**config.mk**
```make
export PLATFORM = sky130hd
export DESIGN_NAME = unpacker
export DESIGN_NICKNAME = d
export VERILOG_FILES = /design/src/rtl/packer_pkg.sv /design/src/rtl/unpacker.sv
export SDC_FILE = /design/constraint.sdc
export NUM_CORES = 1
export LEC_CHECK = 0
export BUFFER_PORTS_ARGS = -buffer_cell sky130_fd_sc_hd__buf_2
export CORE_MARGIN = 2
export CORE_UTILIZATION = 53
export CTS_CLUSTER_DIAMETER = 120
export DETAILED_ROUTE_END_ITERATION = 6
export GPL_TIMING_DRIVEN = 1
export PLACE_DENSITY = 0.81
export RECOVER_POWER = 25
export SYNTH_ARGS = -nofsm -noshare
export SYNTH_HDL_FRONTEND = slang
export SYNTH_SLANG_ARGS = --single-unit
```
**constraint.sdc**
```tcl
create_clock -name clk_i -period 3.5 [get_ports clk_i]
set_clock_uncertainty 0.2 [all_clocks]
set_input_delay 0.525 -clock clk_i [delete_from_list [all_inputs] [get_ports clk_i]]
set_output_delay 0.525 -clock clk_i [all_outputs]
set_load 0.05 [all_outputs]
```
**src/rtl/packer_pkg.sv**
```systemverilog
// Shared definitions for the lane packer and unpacker.
// Both sides use the same count-width rule and lane-extract helper, so
// they always agree on lane ordering (lane 0 in the least-significant bits).
package packer_pkg;

    // Widest packed word the lane-extract helper can handle.
    localparam int max_packed_width_c = 64;

    typedef logic [max_packed_width_c-1:0] packed_max_t;

    // Bits needed to hold a lane count from 0 up to packed_num inclusive.
    function automatic int count_width_f(input int packed_num);
        return $clog2(packed_num + 1);
    endfunction

    // Moves the selected lane down to bit 0.
    // The caller truncates the result to its own element width.
    function automatic packed_max_t lane_extract_f(input packed_max_t word,
                                                   input int          lane,
                                                   input int          width);
        return word >> (lane * width);
    endfunction

endpackage

```
**src/rtl/unpacker.sv**
```systemverilog
// Unpacker: serialises a packed word into narrow elements, lane 0 first.
// A short word is described by its lane count. The last element of a
// flushed word carries the flush marker downstream. Elements are read
// straight from the holding register, so there is no output stage.
module unpacker
    import packer_pkg::*;
#(
    parameter int unpacked_width_p = 2,
    parameter int packed_num_p     = 4,
    parameter int packed_width_p   = unpacked_width_p * packed_num_p,
    parameter int count_width_p    = count_width_f(packed_num_p)
) (
    input  logic                        clk_i,
    input  logic                        reset_ni,
    input  logic [packed_width_p-1:0]   packed_i,
    input  logic [count_width_p-1:0]    count_i,
    input  logic                        flush_i,
    input  logic                        valid_i,
    output logic                        ready_o,
    output logic [unpacked_width_p-1:0] unpacked_o,
    output logic                        last_o,
    output logic                        flush_o,
    output logic                        valid_o,
    input  logic                        ready_i
);

    localparam int lane_width_lp = $clog2(packed_num_p);
    localparam logic [count_width_p-1:0] num_count_lp = count_width_p'(packed_num_p);
    localparam logic [lane_width_lp-1:0] max_lane_lp  = lane_width_lp'(packed_num_p - 1);

    // Holding register for the word being emitted.
    logic [packed_width_p-1:0] word_r;
    logic                      flush_r;
    logic [lane_width_lp-1:0]  lane_r;
    logic [lane_width_lp-1:0]  end_r;
    logic                      busy_r;

    logic                      count_zero;
    logic [lane_width_lp-1:0]  end_in;
    logic                      at_last;
    logic                      in_fire;
    logic                      out_fire;

    // Final lane index of the incoming word. A count above the lane total is
    // clamped to a full word. A zero count is flagged so the word is dropped.
    always_comb begin
        count_zero = (count_i == '0);
        end_in     = max_lane_lp;
        if (count_i < num_count_lp) begin
            end_in = lane_width_lp'(count_i - 1'b1);
        end
    end

    assign at_last  = busy_r && (lane_r == end_r);
    assign ready_o  = !busy_r || (at_last && ready_i);
    assign in_fire  = valid_i && ready_o;
    assign out_fire = busy_r && ready_i;

    assign unpacked_o = unpacked_width_p'(lane_extract_f(packed_max_t'(word_r),
                                                         int'(lane_r),
                                                         unpacked_width_p));
    assign valid_o    = busy_r;
    assign last_o     = at_last;
    assign flush_o    = at_last && flush_r;

    // Step through the lanes of the held word. When the word is empty, or
    // its final lane is leaving, a new word is loaded in the same edge so
    // back-to-back words have no bubble between them.
    always_ff @(posedge clk_i or negedge reset_ni) begin
        if (!reset_ni) begin
            word_r  <= '0;
            flush_r <= 1'b0;
            lane_r  <= '0;
            end_r   <= '0;
            busy_r  <= 1'b0;
        end else if (out_fire && !at_last) begin
            lane_r <= lane_r + 1'b1;
        end else if (!busy_r || (out_fire && at_last)) begin
            if (in_fire && !count_zero) begin
                word_r  <= packed_i;
                flush_r <= flush_i;
                end_r   <= end_in;
                lane_r  <= '0;
                busy_r  <= 1'b1;
            end else if (out_fire) begin
                busy_r <= 1'b0;
            end
        end
    end

    // A stalled element stays valid and unchanged until it is taken.
    stall_stable_a : assert property (@(posedge clk_i) disable iff (!reset_ni)
        (busy_r && !ready_i) |=> (busy_r && $stable(unpacked_o)));

    // The lane index never moves past the final lane of its word.
    lane_bound_a : assert property (@(posedge clk_i) disable iff (!reset_ni)
        lane_r <= end_r);

    // The flush marker appears only on the final element of a word.
    flush_last_a : assert property (@(posedge clk_i) disable iff (!reset_ni)
        flush_o |-> last_o);

endmodule

```
======== After elaboration in Yosys (flattened, before gate mapping) ========
Index checks and enable logic that the tools add are counted.
word-level totals
  register bits after elaboration ......... 14
  latch bits .............................. 0
  memory bits (writable) .................. 0
  ROM bits ................................ 0
  input bits .............................. 16
  output and inout port bits .............. 6
  logic and storage cells ................. 37
  memories ................................ 0
operators by class
  $add $sub $neg .......................... 2
  $mul .................................... 0
  div/mod/pow operators ................... 0
  $lt $le $gt $ge ......................... 1
  equal/unequal tests ..................... 1
  shift-type cells ........................ 1
  mux-type cells .......................... 6
  bitwise operators ....................... 1
  reduce and logical (&&, ||, !) cells .... 20
operators by type and width
  kind                 count
  $logic_and 1x1->1    8
  $mux 2               4
  $shr 8x3->2          1
  $reduce_and 3->1     2
  $reduce_bool 2->1    3
  $logic_not 1->1      3
  $logic_not 3->1      1
  $lt 3x3->1 const B   1
  $add 2x1->2 const B  1
  $eq 2x2->1           1
  $logic_or 1x1->1     2
  $mux 1               2
  $reduce_and 2->1     1
  $sub 2x1->2 const B  1
  $not 1->1            1

======== Depth between registers and ports, before layout ========
  depth in word-level cells ............... 9
  depth in mapped cells ................... 7
  gate-level depth less buffers ........... 6

======== Least setup slack after synthesis ========
OpenSTA, ideal clock, no wires.
  kind .................................... register to output
  start ................................... register busy_r (netlist: valid_o)
  end ..................................... output flush_o
  data arrival time ....................... 1656 ps
  data required time ...................... 2775 ps
  path slack .............................. 1119 ps
  cell stages (with the launch flop) ...... 3
  buffers on the path ..................... 0
  path through ............................ dfrtp_1 and3_2 and2_1
between the ends
  longest elaborated chain between the ends .. 2
RTL lines
  element                 RTL line        text
  from (decl)             unpacker.sv:36  logic busy_r;
  from (signal assigned)  unpacker.sv:75  busy_r <= 1'b0;
  from (signal assigned)  unpacker.sv:84  busy_r <= 1'b1;
  from (signal assigned)  unpacker.sv:86  busy_r <= 1'b0;
  $logic_and 1x1->1       unpacker.sv:54  assign at_last = busy_r && (lane_r == end_r);
  via last_o              unpacker.sv:21  output logic last_o,
  $logic_and 1x1->1       unpacker.sv:64  assign flush_o = at_last && flush_r;
  to (decl)               unpacker.sv:22  output logic flush_o,
The timed path passes the listed nets, and every way through them passes these cells.

======== Worst setup path after layout ========
  start ................................... register lane_r[0]
  end ..................................... output unpacked_o[1]
between the ends
  longest elaborated chain between the ends .. 1
RTL lines
  element                 RTL line          text
  from (decl)             unpacker.sv:34    logic [lane_width_lp-1:0] lane_r;
  from (signal assigned)  unpacker.sv:77    lane_r <= lane_r + 1'b1;
  $shr 8x3->2             packer_pkg.sv:21  return word >> (lane * width);
  to (decl)               unpacker.sv:20    output logic [unpacked_width_p-1:0] unpacked_o,
Every way passes these cells.

==> out/metrics.cfg <==
[outcome]
outcome=completed

[routing]
dr.pass1.iters=4
drt-vias-per-instance=5.55
drt-initial-drc-count=8
wire_per_inst_um=14.5
ant_nets=0
wirelength_mm=1.38
vias=527
drcViolationCount=0

[critical_path]
r2r_start=lane_r[0]
start_kind=register
reg2reg_to=end_r[1]
r2r_cells=4
cp_slowest_stage_delay_ns=0.60
worstSetupEndpoint=unpacked_o[1]
path_cells=mux4_1 -> buf_2
endpoint_kind=output port
cp_top_family=multiplexers
worstPathRequired_ns=2.77
slowest_stage=mux4_1
crit_cells=2
r2r_slack_ns=1.29
cp_num_buf_inv=1
cp_max_fo=8
crit_start=lane_r[0]
arrival_ns=1.65
path_class=reg2out

[sta]
max_freq_ghz=0.420
min_period_ns=2.38
post-route-period-util=0.680
tightestPinTransition_ns=0.828
rsz0062_at_grt=false
hold_viol_final=0
setup_violations=0
final-max-slew-violation-count=0
tns_ns=0
relSlewSlack=0.448

[worst_hold_path]
hp-class=in2reg

[pwr]
pwr-share-seq=0.318
swShare=0.442
power.leakage_uw=0.000453
ir_drop_v=0.000585
powerDensity_nw_per_um2=1110
comb_power_share=0.570
clkPwrFrac=0.112
intPower_uw=573
p_switching_uw=454

[layout]
antenna_cells=0
mostFrequentLayoutCells=20 x buf_2, 14 x dfrtp_1, 10 x mux2_4
drive_gt1_frac=0.500
final_common_cell=buf_2
finalNetCount=98
synthToLayoutAreaGrowth_pct=17.0
finish.utilization=0.688

[synthesis]
synth_seq_cells=14
syn_area_per_cell_um2=13.9
synth_area_um2=793
yosysSeqAreaShare=0.442
yosys_warnings=0
synth_top_flop_cell=dfrtp_1
syn_nets=74
synthArstFlopShare=1.00
synth_edf_count=0
netlist_instances=57
synth_cell_types=21

[global_routing]
grt_overflow=0
grt_pass1_wl_mm=2.31
first_global_vias=505
grt_antenna_before_repair=0
grtUsageTotal=0.166
grt_max_degree=15

[floorplanning]
pin_count=22
start_util=0.588
die_h_um=42.7
die_w_um=42.7
placementRows=13
dieArea_um2=1820
core_area_um2=1350

[job]
cap_violations=0

[place]
port_buffers=21
place.gp.congestion=0.709
hpwlAfterDp_mm=1.05

[clock_network]
cts_tree=yes
clk_pin_slew_worst_paths_ns=0.09
cts_buffers=3
cts_root_buf=clkbuf_4
cts.sinks=14
cts_max_level=1
cts_buffer_depth=2
cts_setup_buffers=0
clkLatencyLatePin_ns=0.27

## layout make-up
type	instances	area [µm²]
Sequential cell	14	350
Multi-Input combinational cell	37	398
Timing Repair Buffer	22	114
Fill cell	104	422
Clock buffer	4	36.3
Inverter	3	11.3
Tap cell	15	18.8
## Yosys cell counts (2+ instances only)
library cell / n / area (µm²)
nand2_1: 3 / 11.3
nand2b_1: 4 / 25.0
a21oi_1: 2 / 10.0
and2_1: 2 / 12.5
dfrtp_1: 14 / 350
inv_1: 3 / 11.3
mux4_1: 2 / 52.6
mux2_4: 10 / 150
buf_6: 3 / 33.8
nand3b_1: 2 / 15.0
xnor2_2: 2 / 32.5
## state kept, by name (all words and copies together), names as in the netlist
signal and flops:
valid_o 1, lane_r 2, word_r 8, end_r 2, flush_r 1
## worst reg2reg max path: cells and delay by family, from the launching register on
family	cells	cell delay, ns
flip-flops	1	0.51
AO/OA/AOI/OAI	1	0.65
XOR/XNOR	1	0.24
AND/OR/NAND/NOR	1	0.11
multiplexers	1	0.38
## worst min path at each step
stage | start | cells past startpoint | endpoint | slack (ns)
3_5_place_dp | reset_ni | 1 | lane_r[0] | 0.24
5_1_grt | packed_i[2] | 2 | word_r[2] | 0.27
6_report | flush_i | 2 | flush_r | 0.28
2_1_floorplan | reset_ni | 0 | end_r[0] | 0.03
4_1_cts | packed_i[4] | 2 | word_r[4] | 0.27
3_3_place_gp | reset_ni | 1 | flush_r | 0.24
## timing repair
action,4_1_cts,5_1_grt
endpoints found under the hold margin,14,0
hold buffers,1,0
gates resized for setup,0,0
## power by group through the flow
stage	Clock, µW	Sequential [µW]	Combinational [µW]
floorplan	0	305	527
global placement	0	323	576
detailed placement	0	328	588
CTS	117	325	592
global route	125	335	622
finish	115	327	585
## per-layer routing
metal / up-vias / global-route usage / part of all wire
met2: 17 / 0.273 / 0.51
met4: 0 / 0.0375 / 0.0072
met5: - / 0 / 0
li1: 250 / - / -
met3: 2 / 0.0255 / 0.053
met1: 258 / 0.231 / 0.43
## metrics by stage
stage          setup slack [ns]  area, µm²  hold WS [ns]  cells  total power [µW]
6_report                   1.12        928         0.281     95              1030
5_1_grt                    1.06        928         0.273     95              1080
4_1_cts                    1.11        930         0.273     95              1030
3_5_place_dp               1.17        883         0.238     90               917
3_3_place_gp               1.19        883         0.239     90               899
2_1_floorplan              1.12        793        0.0294     57               832
## kinds of logic after synthesis
logic type      Yosys count  synth area share
compound gates            8            0.0726
xor+xnor                  2            0.0410
fa+ha+maj                 1            0.0158
buf+inv                   6            0.0568
flops                    14             0.442
mux                      13             0.270
simple gates             13             0.103
No activity file was read; power rests on OpenSTA's default activity.
